==> src/rtl/timer_pkg.sv <==
// timer_pkg: shared time type, state/display enums and lap interval helper for the stopwatch
package timer_pkg;
  typedef logic [19:0] time_t;
  localparam int T_MAX_DEFAULT = 999_999;
  typedef enum logic [1:0] {ST_IDLE, ST_RUN, ST_HOLD, ST_REVIEW} state_t;
  typedef enum logic [1:0] {LIVE, LAP, REVIEW} disp_src_t;
  // Elapsed time since the previous lap, corrected for the counter wrapping past t_max.
  function automatic time_t lap_interval(time_t now, time_t last, int t_max);
    return now >= last ? now - last : now + time_t'(t_max + 1) - last;
  endfunction
endpackage

==> src/rtl/lap_ring.sv <==
// lap_ring: circular buffer of lap intervals, read by age (0 = newest), saturating count
//   clk     : system clock
//   clr_i   : synchronous clear of pointer and count
//   push_i  : write data_i as the newest entry (overwrites the oldest when full)
//   age_i   : read index counting back from the newest entry
//   data_o  : entry at age_i (combinational)
//   count_o : number of valid entries, saturates at LAP_DEPTH
module lap_ring import timer_pkg::*; #(
  parameter int LAP_DEPTH = 8,
  localparam int AW = $clog2(LAP_DEPTH),
  localparam int CW = $clog2(LAP_DEPTH + 1)
) (
  input  logic          clk,
  input  logic          clr_i,
  input  logic          push_i,
  input  time_t         data_i,
  input  logic [AW-1:0] age_i,
  output time_t         data_o,
  output logic [CW-1:0] count_o
);
  time_t         mem_q [LAP_DEPTH];
  logic [AW-1:0] wr_q;
  logic [CW-1:0] count_q;
  always_ff @(posedge clk) begin
    if (clr_i) begin
      wr_q    <= '0;
      count_q <= '0;
    end else if (push_i) begin
      mem_q[wr_q] <= data_i;
      wr_q        <= wr_q + AW'(1);
      count_q     <= count_q == CW'(LAP_DEPTH) ? count_q : count_q + CW'(1);
    end
  end
  // Power-of-two depth lets the pointer arithmetic wrap naturally.
  assign data_o  = mem_q[wr_q - AW'(1) - age_i];
  assign count_o = count_q;
endmodule

==> src/rtl/stopwatch_seq.sv <==
// stopwatch_seq: run/hold/clear sequencing, lap capture and display source selection
//   clk, KEY2 (sync active-low reset)
//   key_start/key_lap/key_clr : debounced single-cycle key pulses
//   tick_1ms                  : 1 ms strobe, times the lap display window
//   t_now                     : current counter value
//   cnt_en, cnt_clr           : counter enable and one-cycle clear
//   t_disp, disp_src          : displayed value and its source
//   lap_count, lap_idx        : stored laps and review index (0 = newest)
module stopwatch_seq import timer_pkg::*; #(
  parameter int LAP_DEPTH = 8,
  parameter int SHOW_MS   = 3200,
  parameter int T_MAX     = T_MAX_DEFAULT,
  localparam int AW = $clog2(LAP_DEPTH),
  localparam int CW = $clog2(LAP_DEPTH + 1),
  localparam int SW = $clog2(SHOW_MS + 1)
) (
  input  logic          clk,
  input  logic          KEY2,
  input  logic          key_start,
  input  logic          key_lap,
  input  logic          key_clr,
  input  logic          tick_1ms,
  input  time_t         t_now,
  output logic          cnt_en,
  output logic          cnt_clr,
  output time_t         t_disp,
  output disp_src_t     disp_src,
  output logic [CW-1:0] lap_count,
  output logic [AW-1:0] lap_idx
);
  state_t        state_q, state_d;
  disp_src_t     src_q, src_d;
  logic [AW-1:0] idx_q, idx_d;
  logic [SW-1:0] show_q, show_d;
  time_t         last_q, last_d;
  time_t         disp_q, disp_d;
  time_t         ring_data;
  logic          en_q, clr_q;
  logic          k_clr, k_start, k_lap;
  logic          clr_evt, lap_evt, rev_enter, rev_step;
  // Priority decode: a higher-priority key masks the lower ones even if it is ignored in this state.
  assign k_clr   = key_clr;
  assign k_start = key_start & ~key_clr;
  assign k_lap   = key_lap & ~key_start & ~key_clr;
  assign clr_evt   = k_clr && (state_q == ST_HOLD || state_q == ST_REVIEW);
  assign lap_evt   = k_lap && state_q == ST_RUN;
  assign rev_enter = k_lap && state_q == ST_HOLD && lap_count != '0;
  assign rev_step  = k_lap && state_q == ST_REVIEW;
  always_ff @(posedge clk) state_q <= !KEY2 ? ST_IDLE : state_d;
  always_comb begin
    state_d = state_q;
    case (state_q)
      ST_IDLE:   state_d = k_start ? ST_RUN : ST_IDLE;
      ST_RUN:    state_d = k_start ? ST_HOLD : ST_RUN;
      ST_HOLD:   state_d = clr_evt ? ST_IDLE : k_start ? ST_RUN : rev_enter ? ST_REVIEW : ST_HOLD;
      ST_REVIEW: state_d = clr_evt ? ST_IDLE : k_start ? ST_HOLD : ST_REVIEW;
      default:   state_d = ST_IDLE;
    endcase
  end
  always_comb begin
    src_d  = src_q;
    show_d = show_q;
    idx_d  = idx_q;
    last_d = last_q;
    // The window expires one cycle after the counter has run down to zero.
    if (src_q == LAP) begin
      if (show_q == '0) src_d = LIVE;
      else if (tick_1ms) show_d = show_q - SW'(1);
    end
    if (lap_evt) begin
      src_d  = LAP;
      show_d = SW'(SHOW_MS);
      last_d = t_now;
    end
    if (k_start && (state_q == ST_RUN || state_q == ST_REVIEW)) begin
      src_d  = LIVE;
      show_d = '0;
    end
    if (rev_enter) begin
      src_d = REVIEW;
      idx_d = '0;
    end
    if (rev_step) idx_d = idx_q == AW'(lap_count - CW'(1)) ? '0 : idx_q + AW'(1);
    if (clr_evt) begin
      src_d  = LIVE;
      show_d = '0;
      idx_d  = '0;
      last_d = '0;
    end
  end
  assign disp_d = src_q == LIVE ? t_now : ring_data;
  always_ff @(posedge clk) begin
    if (!KEY2) begin
      src_q  <= LIVE;
      show_q <= '0;
      idx_q  <= '0;
      last_q <= '0;
      disp_q <= '0;
      en_q   <= 1'b0;
      clr_q  <= 1'b0;
    end else begin
      src_q  <= src_d;
      show_q <= show_d;
      idx_q  <= idx_d;
      last_q <= last_d;
      disp_q <= disp_d;
      en_q   <= state_d == ST_RUN;
      clr_q  <= clr_evt;
    end
  end
  lap_ring #(.LAP_DEPTH(LAP_DEPTH)) u_ring (
    .clk     (clk),
    .clr_i   (!KEY2 || clr_evt),
    .push_i  (lap_evt),
    .data_i  (lap_interval(t_now, last_q, T_MAX)),
    .age_i   (src_q == REVIEW ? idx_q : '0),
    .data_o  (ring_data),
    .count_o (lap_count)
  );
  assign cnt_en   = en_q;
  assign cnt_clr  = clr_q;
  assign t_disp   = disp_q;
  assign disp_src = src_q;
  assign lap_idx  = idx_q;
endmodule

==> config.mk <==
export PLATFORM = sky130hd
export DESIGN_NAME = stopwatch_seq
export DESIGN_NICKNAME = d
export VERILOG_FILES = /design/src/rtl/timer_pkg.sv /design/src/rtl/lap_ring.sv /design/src/rtl/stopwatch_seq.sv
export SDC_FILE = /design/constraint.sdc
export NUM_CORES = 1
export LEC_CHECK = 0
export BUFFER_PORTS_ARGS = -buffer_cell sky130_fd_sc_hd__clkbuf_2
export CORE_AREA = 2 2 184 186
export CTS_CLUSTER_DIAMETER = 200
export DETAILED_ROUTE_END_ITERATION = 8
export DIE_AREA = 0 0 186 188
export PLACE_DENSITY_LB_ADDON = 0.3
export SLEW_MARGIN = 20
export SYNTH_ARGS = -nofsm -noshare
export SYNTH_HDL_FRONTEND = slang
export SYNTH_HIERARCHICAL = 1
export SYNTH_SLANG_ARGS = --single-unit
==> constraint.sdc <==
create_clock -name clk -period 5.1 [get_ports clk]
set_input_delay 1.53 -clock clk [delete_from_list [all_inputs] [get_ports clk]]
set_output_delay 1.53 -clock clk [all_outputs]
set_load 0.02 [all_outputs]
## Yosys cells after proc, flatten, opt, wreduce, memory -nomap -nowiden

Memories as Yosys holds them, arrays and structs flattened.
Index checks and enable logic that the tools add are counted.

| operators by class | value |
|---|---|
| add/subtract/negate cells | 10 |
| magnitude comparators | 1 |
| eq/ne operators | 9 |
| multiplexer cells | 26 |
| bitwise operators | 8 |
| reduce and logical (&&, ||, !) cells | 29 |

Operators with widths:

| kind | count |
|---|---|
| $mux W12 | 4 |
| $mux W20 | 2 |
| $sub A20 B20 Y20 | 2 |
| $add A20 B20 Y20 const B | 1 |
| $ge A20 B20 Y1 | 1 |
| $mux W2 | 9 |
| $logic_not A12 Y1 | 1 |
| $mux W3 | 4 |
| $reduce_bool A4 Y1 | 3 |
| $sub A12 B1 Y12 const B | 1 |
| $pmux W2 S4 | 1 |
| $reduce_bool A2 Y1 | 4 |
| $reduce_or A4 Y1 | 2 |
| $add A3 B1 Y3 const B | 2 |
| $eq A2 B1 Y1 const B | 3 |
| $eq A2 B2 Y1 const B | 3 |
| $logic_and A1 B1 Y1 | 6 |
| $mux W1 | 6 |
| $reduce_and A2 Y1 | 3 |
| $reduce_and A3 Y1 | 2 |
| $sub A3 B1 Y3 const B | 2 |
| $not A1 Y1 | 5 |
| $add A4 B1 Y4 const B | 1 |
| $eq A4 B4 Y1 const B | 1 |
| 9 further kinds | 14 |

| storage, ports and cells | value |
|---|---|
| register bits | 68 |
| memory bits (writable) | 160 |
| input port bits | 26 |
| output and inout bits | 31 |
| logic and storage cells | 96 |
| memories | 1 |

Memories:

| name | words | width | rd ports | clocked after Yosys merged registers in | wr ports | line | source |
|---|---|---|---|---|---|---|---|
| u_ring.mem_q | 8 | 20 | 1 | 0 | 1 | lap_ring.sv:21 | `time_t mem_q [LAP_DEPTH];` |

## Depth between registers and ports, before layout

| depth | value |
|---|---|
| depth after elaboration | 10 |
| mapped depth | 13 |
| mapped depth without buffers | 13 |

## Modules after synthesis

The synthesis kept the hierarchy.

By module, submodules not included:

| module | instances | cells an instance | area an instance (µm²) | sequential area each (µm²) |
|---|---|---|---|---|
| lap_ring | 1 | 288 | 6,600.1 | 4,944.7 |
| stopwatch_seq | 1 | 655 | 5,074.9 | 1,221.2 |

## Worst setup path after synthesis

Ideal clock, no wire load.

| timing | value |
|---|---|
| path kind | input port to flip-flop |
| start point | input port key_lap |
| end point | memory u_ring/mem_q[0][0] (netlist name), enable pin |
| library setup time | 0.448 ns |
| data arrival time | 4.775 ns |
| data required time | 4.652 ns |
| path slack | -0.123 ns |
| cell stages on the path | 7 |
| path buffers | 2 |
| cells stage by stage | nor2b_1 nand3_1 inv_1 clkbuf_1 clkbuf_1 nand2b_1 nor4_1 |

| between the ends | value |
|---|---|
| longest elaborated chain between the ends | 6 |

Ends and longest elaborated chain:

| what | line | source |
|---|---|---|
| start, declared | stopwatch_seq.sv:20 | `input logic key_lap,` |
| $and A1 B1 Y1 (2 in a row) | stopwatch_seq.sv:44 | `assign k_lap = key_lap & ~key_start & ~key_clr;` |
| $logic_and A1 B1 Y1 | stopwatch_seq.sv:46 | `assign lap_evt = k_lap && state_q == ST_RUN;` |
| net lap_evt | stopwatch_seq.sv:40 | `logic clr_evt, lap_evt, rev_enter, rev_step;` |
| $mux W1 | lap_ring.sv:28 | `end else if (push_i) begin` |
| $mux W1 | lap_ring.sv:25 | `if (clr_i) begin` |
| $mux W1 (not written as such) | lap_ring.sv:29 | `mem_q[wr_q] <= data_i;` |
| end, declared | lap_ring.sv:21 |  |

The timed path passes the listed nets, and every way through them passes these cells.

## Worst setup path in the final report

| timing | value |
|---|---|
| start point | input port t_now[0] |
| end point | memory u_ring/mem_q[2][7] (netlist name) (data pin) |

| between the ends | value |
|---|---|
| longest elaborated chain between the ends | 3 |
| elaborated cells on any way between the ends | 5 |
| classes of those cells | add/sub: 3; order compare: 1; mux: 1 |

Ends and longest elaborated chain:

| what | line | source |
|---|---|---|
| start, declared | stopwatch_seq.sv:23 | `input time_t t_now,` |
| $add A20 B20 Y20 | timer_pkg.sv:9 | `return now >= last ? now - last : now + time_t'(t_max + 1) - last;` |
| $sub A20 B20 Y20 | timer_pkg.sv:9 |  |
| $mux W20 * | timer_pkg.sv:9 |  |

Mark *: on every way between the ends. The rest lies on a longest branch, timed or not.

==> results.sh <==
export IMPL_synth_simple_gate_area_share_pct=10.3
export IMPL_dr_max_layer_used="met4"
export IMPL_cp_start_kind="primary input"
export IMPL_synth_compound_area_share_pct=9.38
export IMPL_met3_length_um=1370
export IMPL_grt_max_degree=34
export IMPL_ir_drop_uv=217
export IMPL_rows=67
export IMPL_dieArea_um2=35000
export IMPL_port_buffers=56
export IMPL_ys_seq_elements=228
export IMPL_drtAntennaViolNets=0
export IMPL_synthTopCellsByCount="edfxtp_1 (160), nand2_1 (110), inv_1 (80)"
export IMPL_placedCellCount=1442
export IMPL_fin_area_um2=13400
export IMPL_clkTransAtPathRegs_ns=0.06
export IMPL_grt_pass1_vias=7587
export IMPL_fin_util_pct=40.3
export IMPL_critPathKind="in2reg"
export IMPL_cts_tree="done"
export IMPL_drt_met1_wl_um=13100
export IMPL_worstPathRequired_ns=5.28
export IMPL_cap_violations=0
export IMPL_synth_cells=943
export IMPL_fin_crit_ns=4.31
export IMPL_cts_buffers=25
export IMPL_drive_gt1_share_pct=19.5
export IMPL_hold_buffers=0
export IMPL_grt_setup_unrepaired="no"
export IMPL_max_freq_ghz=0.232
export IMPL_drtPass1Iterations=5
export IMPL_p_leak_nw=4.97
export IMPL_drt_iter0_markers=549
export IMPL_synth_main_ff_cell="edfxtp_1"
export IMPL_synth_top_family_by_area="multiplexers"
export IMPL_place_area_um2=12600
export IMPL_synth_nets=1037
export IMPL_antenna_found_initial=0
export IMPL_yosys_warnings=6
export IMPL_wl_per_cell_um=18.3
export IMPL_seq_area_frac_synth_pct=52.8
export IMPL_synth_top_cell_by_area="edfxtp_1"
export IMPL_cts_resized=0
export IMPL_critPathMaxFanout=28
export IMPL_antenna_cells=0
export IMPL_hold_class="reg2reg"
export IMPL_p_per_area_nw_per_um2=318
export IMPL_drt_vias_per_instance=5.11
export IMPL_endpoint_kind="register"
export IMPL_power_frac_clock_pct=41.1
export IMPL_synth_edf_count=160
export IMPL_ys_types=74
export IMPL_netlist_area_um2=11700
export IMPL_synth_area_leaders="edfxtp_1 (41%), dfxtp_1 (12%), ha_1 (5.7%)"
export IMPL_yosysTopAreaCellShare_pct=41.2
export IMPL_drc_errors=0
export IMPL_outcome="complete, no violations"
export IMPL_via_count=7611
export IMPL_overflow=0
export IMPL_total_power_mw=4.25
export IMPL_pre_cts_slack_ns=0.163
export IMPL_skew_ns=0.0157
export IMPL_avgSynthCellArea_um2=12.4
export IMPL_hold_violations=0
export IMPL_synthMuxAreaShare_pct=11.1
export IMPL_fp_dieH_um=188
export IMPL_async_flop_share_pct=0
export IMPL_post_cts_setup_buffers=0
export IMPL_cp_arrival_ns=4.48
export IMPL_dp_hpwl_um=18800
export IMPL_grt_pass1_wl_um=43000
export IMPL_internal_power_mw=3.20
export IMPL_synth_most_common_cell="edfxtp_1"
export IMPL_gpl_final_weighted_congestion=0.889
export IMPL_synthToLayoutAreaGrowth_pct=14.4
export IMPL_core_area_um2=33100
export IMPL_sequentialPowerShare_pct=48.2
export IMPL_htree_levels=1
export IMPL_synthAdderAreaFrac_pct=8.25
export IMPL_post_route_period_util_pct=84.5
export IMPL_met2_length_um=12200
export IMPL_setup_tns_final_ns=0
export IMPL_tightest_slew_ns=1.03
export IMPL_wl_um=27200
export IMPL_clockBufferDepth=3
export IMPL_max_slew_margin_pct=30.4
export IMPL_track_usage_pct=15.8
export IMPL_cts_root_buf="clkbuf_16"
export IMPL_ios=57
export IMPL_die_width_um=186
export IMPL_report_final_slew_viol_count=0
export IMPL_p_sw_share_pct=24.6
export IMPL_finalNonFillerCells=1488
export IMPL_cts_sinks=228
export IMPL_p_sw_mw=1.05
export IMPL_finalWorstSetupSlack_ns=0.792
export IMPL_synth_xor_xnor_area_share_pct=3.75
export IMPL_power_frac_comb_pct=10.7
export IMPL_start_util_pct=35.3
export IMPL_setup_viol=0
export IMPL_hold_ws_ns=0.454
export IMPL_fin_nets=1115
export IMPL_clk_latency_ns=0.53
-- power by group through the flow --
| stage | registers [mW] | clock network [mW] | logic (mW) |
|---|---|---|---|
| floorplan | 2.10 | 0 | 0.291 |
| global placement | 2.09 | 0 | 0.453 |
| detailed placement | 2.09 | 0 | 0.457 |
| CTS | 2.05 | 1.79 | 0.460 |
| global route | 2.05 | 1.86 | 0.504 |
| finish | 2.05 | 1.75 | 0.455 |
-- critical path, stage by stage --
cell and delay, ns:
clkbuf_2 0.11, inv_1 0.06, ha_1 0.22, fa_1 0.41, and3b_4 0.34, nor4b_4 0.05
or3_1 0.40, a21oi_2 0.23, nor2_2 0.06, buf_4 0.22, o21ai_0 0.84
-- path summary, 6_finish.rpt --
check / start / to / slack [ns] / cells past startpoint
worst min-delay path: last_q[12] / last_q[12] / 0.45 / 2
worst min register to register: last_q[12] / last_q[12] / 0.45 / 2
worst max register to register: last_q[4] / u_ring/mem_q[2][7] / 1.58 / 11
worst max-delay path: t_now[0] / u_ring/mem_q[2][7] / 0.79 / 11
-- cell type report --
class | count | area, µm²
Clock inverter | 14 | 124
Fill cell | 3136 | 19800
Tap cell | 448 | 561
Sequential cell | 228 | 6170
Multi-Input combinational cell | 603 | 5050
Inverter | 80 | 300
Timing Repair Buffer | 83 | 483
Clock buffer | 32 | 672
-- state kept, by name, indices dropped and copies added, names as in the netlist --
signal and cells:
show_q 12, state_q 2, lap_idx 3, cnt_en 1
disp_src 2, cnt_clr 1, u_ring/wr_q 3, last_q 20
u_ring/mem_q 160, t_disp 20, u_ring/count_o 4
-- logic make-up (layout without fill, tap and decap cells) --
group | Yosys count | in the layout
AND/OR/NAND/NOR | 253 | 253
flip-flops | 228 | 228
AO/OA/AOI/OAI | 165 | 165
buffers and inverters | 112 | 209
adder cells (fa/ha/maj) | 68 | 68
multiplexers | 67 | 67
XOR/XNOR | 50 | 50
-- layout by cell type (no fill, tap or decap), types with 11 or more instances in the layout --
cell type	n
a21oi_1	60
mux4_1	18
ha_1	52
buf_4	27
dfxtp_1	68
clkbuf_2	56
nor2_1	46
mux4_2	22
inv_1	80
a21boi_0	20
edfxtp_1	160
nor3_1	11
fa_1	14
nand2_1	110
o21ai_0	23
mux2_2	13
clkbuf_16	25
xor2_1	20
xnor2_1	29
nand3_1	19
-- layer usage --
layer  vias to the layer above  global-route usage (%)
met1                      3789                    23.2
li1                       3593                       -
met5                         -                       0
met2                       196                    24.6
met4                         0                    3.57
met3                        33                    2.64
No activity file was read; power rests on OpenSTA's default activity.
